File: src/rtl/dds_sweep_ctrl.sv
// -----------------------------------------------------------------------------
// dds_sweep_ctrl
//   Sequencer for the DDS waveform core. It produces the frequency control
//   word, the phase offset and the one-hot wave select. It runs linear
//   frequency sweeps from f_start to f_stop in steps of f_step, and holds each
//   frequency for 'dwell' cycles. A sweep runs once or repeats continuously.
//   The waveform can be rotated and the phase offset reloaded at any time.
//
// Ports
//   sys_clk      in   system clock
//   sys_rst      in   synchronous reset, active-high
//   start        in   pulse: begin a sweep (accepted only when idle)
//   abort        in   pulse: stop the sweep immediately, no done pulse
//   cont         in   level: restart from f_start after f_stop
//   f_start      in   first sweep frequency word
//   f_step       in   increment per step
//   f_stop       in   inclusive upper bound
//   dwell        in   cycles each frequency is held (0 acts as 1)
//   wave_next    in   pulse: rotate wave select
//   phase_ld     in   pulse: load phase_in into phase_word
//   phase_in     in   new phase offset
//   freq_word    out  frequency control word (registered)
//   phase_word   out  phase offset (registered)
//   wave_select  out  one-hot: 0001 sine, 0010 square, 0100 triangle, 1000 saw
//   busy         out  high while a sweep is running
//   done         out  one-cycle pulse when a sweep completes
//   upd          out  one-cycle pulse in the first cycle an output word changes
// -----------------------------------------------------------------------------
module dds_sweep_ctrl #(
    parameter int          FREQ_W    = 32,
    parameter int          PHASE_W   = 12,
    parameter int          DWELL_W   = 24,
    parameter int unsigned DEF_FREQ  = 42949,
    parameter int unsigned DEF_PHASE = 1024
) (
    input  logic               sys_clk,
    input  logic               sys_rst,
    input  logic               start,
    input  logic               abort,
    input  logic               cont,
    input  logic [FREQ_W-1:0]  f_start,
    input  logic [FREQ_W-1:0]  f_step,
    input  logic [FREQ_W-1:0]  f_stop,
    input  logic [DWELL_W-1:0] dwell,
    input  logic               wave_next,
    input  logic               phase_ld,
    input  logic [PHASE_W-1:0] phase_in,
    output logic [FREQ_W-1:0]  freq_word,
    output logic [PHASE_W-1:0] phase_word,
    output logic [3:0]         wave_select,
    output logic               busy,
    output logic               done,
    output logic               upd
);

    typedef enum logic [1:0] {IDLE, RUN, FIN} state_t;

    state_t             state, state_nxt;

    // Sweep settings captured at start; the inputs may change during a sweep.
    logic [FREQ_W-1:0]  sh_start, sh_step, sh_stop;
    logic [DWELL_W-1:0] sh_reload;    // max(dwell,1)-1
    logic               sh_degen;     // step of zero or empty range

    logic [DWELL_W-1:0] dwell_cnt;
    logic [DWELL_W-1:0] dwell_init;
    logic [FREQ_W:0]    freq_sum;
    logic               accept, dwell_end, step_ok, wrap_ok;
    logic               freq_ld;
    logic [FREQ_W-1:0]  freq_nxt;

    assign accept     = (state == IDLE) && start && !abort;
    assign dwell_end  = (state == RUN) && !abort && (dwell_cnt == '0);
    assign dwell_init = (dwell == '0) ? '0 : dwell - DWELL_W'(1);

    // The extra top bit catches wrap-around past the top of the word range.
    assign freq_sum   = {1'b0, freq_word} + {1'b0, sh_step};
    assign step_ok    = !sh_degen && !freq_sum[FREQ_W]
                        && (freq_sum[FREQ_W-1:0] <= sh_stop);
    assign wrap_ok    = !sh_degen && cont;

    // State register
    always_ff @(posedge sys_clk) begin
        if (sys_rst) state <= IDLE;
        else         state <= state_nxt;
    end

    // Next-state logic
    // NOTE: every combinational output gets a default first, so no path leaves it unassigned and no latch is inferred.
    always_comb begin
        state_nxt = state;
        case (state)
            IDLE:    if (accept) state_nxt = RUN;
            RUN: begin
                if (abort)                              state_nxt = IDLE;
                else if (dwell_end && !step_ok && !wrap_ok) state_nxt = FIN;
            end
            FIN:     state_nxt = IDLE;
            default: state_nxt = IDLE;
        endcase
    end

    // Output logic
    always_comb begin
        busy = (state == RUN);
        done = (state == FIN);
    end

    // Frequency word selection
    always_comb begin
        freq_ld  = 1'b0;
        freq_nxt = freq_word;
        if (accept) begin
            freq_ld  = 1'b1;
            freq_nxt = f_start;
        end else if (dwell_end) begin
            if (step_ok) begin
                freq_ld  = 1'b1;
                freq_nxt = freq_sum[FREQ_W-1:0];
            end else if (wrap_ok) begin
                freq_ld  = 1'b1;
                freq_nxt = sh_start;
            end
        end
    end

    // Datapath registers
    // NOTE: sequential state uses non-blocking assignments, so every register samples values from before the edge.
    always_ff @(posedge sys_clk) begin
        if (sys_rst) begin
            freq_word   <= FREQ_W'(DEF_FREQ);
            phase_word  <= PHASE_W'(DEF_PHASE);
            wave_select <= 4'b0001;
            upd         <= 1'b0;
            dwell_cnt   <= '0;
            sh_start    <= '0;
            sh_step     <= '0;
            sh_stop     <= '0;
            sh_reload   <= '0;
            sh_degen    <= 1'b0;
        end else begin
            if (accept) begin
                sh_start  <= f_start;
                sh_step   <= f_step;
                sh_stop   <= f_stop;
                sh_reload <= dwell_init;
                sh_degen  <= (f_step == '0) || (f_start > f_stop);
            end

            if (accept)
                dwell_cnt <= dwell_init;
            else if (state == RUN && !abort)
                dwell_cnt <= (dwell_cnt == '0) ? sh_reload : dwell_cnt - DWELL_W'(1);

            if (freq_ld)   freq_word   <= freq_nxt;
            if (phase_ld)  phase_word  <= phase_in;
            // A rotation of a one-hot value is always one-hot.
            if (wave_next) wave_select <= {wave_select[2:0], wave_select[3]};

            upd <= freq_ld || phase_ld || wave_next;
        end
    end

endmodule

File: config.mk
export PLATFORM = sky130hd
export DESIGN_NAME = dds_sweep_ctrl
export DESIGN_NICKNAME = d
export VERILOG_FILES = /design/src/rtl/dds_sweep_ctrl.sv
export SDC_FILE = /design/constraint.sdc
export NUM_CORES = 1
export LEC_CHECK = 0
export BUFFER_PORTS_ARGS = -buffer_cell sky130_fd_sc_hd__buf_2
export CAP_MARGIN = 20
export CORE_ASPECT_RATIO = 1.5
export CORE_MARGIN = 5
export CORE_UTILIZATION = 52
export DETAILED_ROUTE_END_ITERATION = 10
export PLACE_DENSITY = 0.77
export REMOVE_ABC_BUFFERS = 1
export SLEW_MARGIN = 10
export SYNTH_ARGS = -nofsm -noshare
export SYNTH_HDL_FRONTEND = slang
export SYNTH_SLANG_ARGS = --single-unit
File: constraint.sdc
create_clock -name sys_clk -period 5 [get_ports sys_clk]
set_input_delay 0.25 -clock sys_clk [delete_from_list [all_inputs] [get_ports sys_clk]]
set_output_delay 0.25 -clock sys_clk [all_outputs]
set_load 0.01 [all_outputs]
=== After elaboration in Yosys (flattened, before gate mapping) ===
Cells that the tools add are included.

* Bits in registers: 196
* Word-level logic and storage cells: 62

* Add/subtract/negate cells: 3
* Order comparisons: 2
* Equal/unequal tests: 4
* Multiplexer cells: 16
* Reduce and logical (&&, ||, !) cells: 26

{| class="wikitable"
|+ Operator list
! cell !! number
|-
| 32-bit two-way mux || 4
|-
| 24-bit two-way mux || 4
|-
| 24-bit logical NOT || 2
|-
| 24-bit by 1-bit subtractor with 24-bit output, second input constant || 2
|-
| 32-bit by 32-bit adder with 33-bit output || 1
|-
| 32-bit greater-than comparator || 1
|-
| 32-bit less-or-equal comparator || 1
|-
| 32-bit logical NOT || 1
|-
| 1-bit logical AND || 9
|-
| 2-bit two-way mux || 3
|-
| 1-bit logical NOT || 5
|-
| 1-bit two-way mux || 4
|-
| 2-bit one-hot mux with 2 select lines || 1
|-
| 2-bit nonzero test || 2
|-
| 1-bit logical OR || 3
|-
| 3-bit by 2-bit inequality test with 1-bit output, second input constant || 1
|-
| 3-bit AND reduction || 1
|-
| 3-bit nonzero test || 1
|-
| 2-bit by 1-bit == test with 1-bit output, second input constant || 1
|-
| 2-bit == test, second input constant || 1
|-
| 2-bit logical NOT || 1
|-
| 2-bit inequality test, second input constant || 1
|-
| 2-bit AND reduction || 1
|}

=== Depth between registers and ports, before layout ===
* Depth after elaboration: 10
* Mapped depth: 22
* Depth with buffers taken out: 20

=== Worst setup path after synthesis ===
No wires, ideal clock.

* Kind: reg-to-reg
* Start point: register freq_word[0]
* End point: register freq_word[27]
* Arrival time: 4.865 ns
* Path slack: 0.004 ns
* Cell stages (with the launch flop): 22
* Period minus slack after synthesis: 4.996 ns
* Cell sequence: dfxtp_1 ha_1 inv_1 fa_1 nand2b_1 a21oi_1 o31ai_1 a21oi_2 a2111oi_0 o41ai_1 xor2_1 ha_1 nand4_1 nor4_1 a221o_1 nor4_1 o311a_2 nand2_1 buf_2 mux2_2 o221ai_1 o21ai_0

* Longest elaborated chain between the ends: 8
* Elaborated cells between the ends (all ways): 13

{| class="wikitable"
|+ Ends and longest elaborated chain
! what !! RTL line !! text
|-
| start, declared || 48 || <nowiki>output logic [FREQ_W-1:0] freq_word,</nowiki>
|-
| start signal, assigned || 131 || <nowiki>freq_word <= FREQ_W'(DEF_FREQ);</nowiki>
|-
| start signal, assigned || 155 || <nowiki>if (freq_ld) freq_word <= freq_nxt;</nowiki>
|-
| 32-bit by 32-bit adder with 33-bit output (*) || 77 || <nowiki>assign freq_sum = {1'b0, freq_word} + {1'b0, sh_step};</nowiki>
|-
| parallel branches: the longest is 7 deep, another holds 32-bit less-or-equal comparator || - ||
|}

Mark *: on every way between the ends. The select of a mux whose other input is x is not followed.
A chain may end at the register's enable or synchronous reset.

=== Worst setup path in the final report ===
* Start point: register freq_word[1]
* End point: register freq_word[14]

The elaborated chain is that of the path after synthesis.

==> metrics.txt <==
power consumption between 4 and 5 mW; DP Worst Slack -0.194 ns; CTS tree yes; Final Cell Area around 0.014 mm²; RSZ-0062 raised after global routing no; Worst Tran Pin Value between 0.9 and 1 ns; part of the cycle the worst path needs 0.958; global route overflow 0; routability cong. 0.948; via count 11968; Maximum Capacitance Violations 0; first-pass GRT wire length 57800 µm; Final Hold Slack about 0.033 ns; routed wire length about 36000 µm; area delta synth->final 19.0%; fill count approximately 2100; largest net degree at the start of global routing between 80 and 90; Syn Area/Cell about 7.8 µm²; Hold WC Path Type primary input to flop; Top FF cell, synth dfxtp_1; Reg clk slew, reported paths roughly 0.08 ns; drt drc 0; vias in the first global route 11757; CTS Hold Bufs 0; drt initial violations ~700; synthesis-stage register bit count 196; Slew Viols, Final 0; ant diodes 0; CP Capture Type flop; DR vias/cell 5.87; CTS Buffer Depth 2; Mapped Cells 1550; Crit Path Max Fanout 5; VDD IR-drop max roughly 0.00026 V; dpl hpwl between 20000 and 30000 µm; slowest stage delay, CP between 0.3 and 0.4 ns; share of layout cells above drive strength 1 0.206; crit start category flop; Wirelength per Cell around 18 µm; Slew HR 0.376; crit path DAT between 5 and 6 ns; final setup vio count 0; mapped cell area 0.0120 mm²; CP cell instances buf_4, ha_1, a211oi_2, o21ai_1, nand4_1, a31oi_2, o21ai_2, nor3b_4, o21ai_2, xor2_1, ha_1, nand4_1, nor4_1, buf_4, a221o_1, nor4_2, o311a_2, nand2_4, buf_8, mux2_2, mux2i_2, a211oi_1; die area 0.0263 mm²; # H-tree levels 4; status completed; share of synthesized flip-flops with an asynchronous set or reset 0; Cell variety after synth 76; initial antenna violation count 0; Post-synth top cells nand2_1 (276), a21oi_1 (198), dfxtp_1 (196), nor2_1 (131), ha_1 (99); Initial Util 0.525; Fmax 209 MHz; share of the core filled with cells 0.625; Tmin final approximately 4.8 ns; most common cell in the netlist nand2_1; Area after DPL 0.0134 mm²; Crit Path Class flop to flop; CP max stage cell o311a_2; Power Density approximately 300 mW/mm²; Ys Warns 0; Synth area leader dfxtp_1; Row Count 68; I/O pin count 190; Yosys top cell area share 0.326; port bufs approximately 190; die width ~130 µm; final setup slack of the worst path about 0.21 ns; Post-DRT Antenna Nets 0; All-Layer GR Usage 0.271; core box area between 0.02 and 0.025 mm²; Clock Skew between 0.009 and 0.01 ns; first drt pass iteration count 7; CP required 5.27 ns; sequential share of the synthesized area 0.326; clock root buffer master clkbuf_16; CTS buffer count 17; Synth area leaders dfxtp_1 (33%), ha_1 (10%), nand2_1 (8.6%), a21oi_1 (8.2%), nor2_1 (4.1%); die height 196 µm; Post-synth EDFFs 0; Clock Latency Late Sink 0.44 ns; leakage power ~6.4 nW; CTS sink cnt between 150 and 200; Final Hold Fails 0; Final #Nets approximately 2000
-- final timing paths --
path	cells past startpoint	to	slack, ns	startpoint
setup / recovery	22	freq_word[14]	0.21	freq_word[1]
hold / removal	3	phase_word[10]	0.03	phase_in[10]
setup reg to reg	22	freq_word[14]	0.21	freq_word[1]
hold reg to reg	2	sh_stop[14]	0.46	sh_stop[14]
-- cell families after synthesis --
kind of cell               after synthesis  share of synthesized area
buffers and inverters                  163                     0.0558
muxes                                   43                     0.0372
and+or+nand+nor                        571                      0.213
adders and majority gates              100                      0.105
xor gates and xnor gates                64                     0.0466
AOI/OAI and AO/OA                      413                      0.216
DFF                                    196                      0.326
-- registers in the layout, indices dropped and copies added (netlist names) --
| name | count |
|---|---|
| dwell_cnt | 24 |
| freq_word | 32 |
| phase_word | 12 |
| sh_degen | 1 |
| sh_reload | 24 |
| sh_start | 32 |
| sh_step | 32 |
| sh_stop | 32 |
| state | 2 |
| upd | 1 |
| wave_select | 4 |
-- what timing repair did --
action	4_1_cts	5_1_grt
resized for setup	12	28
cloned	0	0
setup endpoints to repair	32	34
pin swaps	3	16
buffers inserted	5	3
-- report_power, final --
group / switching (mW) / internal [mW]
Combinational: 0.623 / 0.491
Clock: 0.655 / 0.751
Sequential: 0.0702 / 1.65
-- layout by cell type, fill, tap and decap left out, drive strengths merged, types with 4 or more instances in the layout --
master / n
nand2: 279
buf: 260
a21oi: 201
dfxtp: 196
nor2: 132
ha: 99
inv: 87
o21ai: 59
xnor2: 36
nand4: 31
mux2i: 30
nor3: 30
a21o: 28
xor2: 28
nor4: 27
a211oi: 26
nand3: 17
clkbuf: 17
o211ai: 16
o22ai: 14
mux2: 13
o21a: 11
nor2b: 9
and3: 9
nand2b: 9
o221a: 8
o221ai: 6
a31oi: 6
a41oi: 6
or2: 5
and4: 4
and2: 4
or3: 4
o21bai: 4
or4: 4
-- metal layers --
layer,part of all wire,GRT usage
met2,0.52,0.497
met3,0.049,0.0416
met4,0.039,0.118
met1,0.39,0.307
met5,0,0
-- critical path: cells and delay by family, from the launching register on --
kind	cells	cell delay [ns]
AO/OA/AOI/OAI	8	1.52
flip-flops	1	0.32
buffers and inverters	3	0.43
AND/OR/NAND/NOR	6	1.02
adder cells (fa/ha/maj)	2	0.63
XOR/XNOR	1	0.16
multiplexers	2	0.55
-- layout make-up --
class                      count  area, µm²  share of cell area
inverter                      79        297              0.0207
tap                          280        350              0.0245
multi-input combinational   1191       7610               0.532
sequential                   196       3920               0.274
clock buffer                  17        425              0.0297
timing repair buffer         260       1530               0.107
clock inverter                15        166              0.0116
-- per-stage QoR --
step                TNS (ns)  cells
floorplan            -737.79   1466
global placement       -1.37   1998
detailed placement     -3.10   1998
CTS                        0   2035
global route               0   2038
finish                     0   2038
No activity file was read; power rests on OpenSTA's default activity.
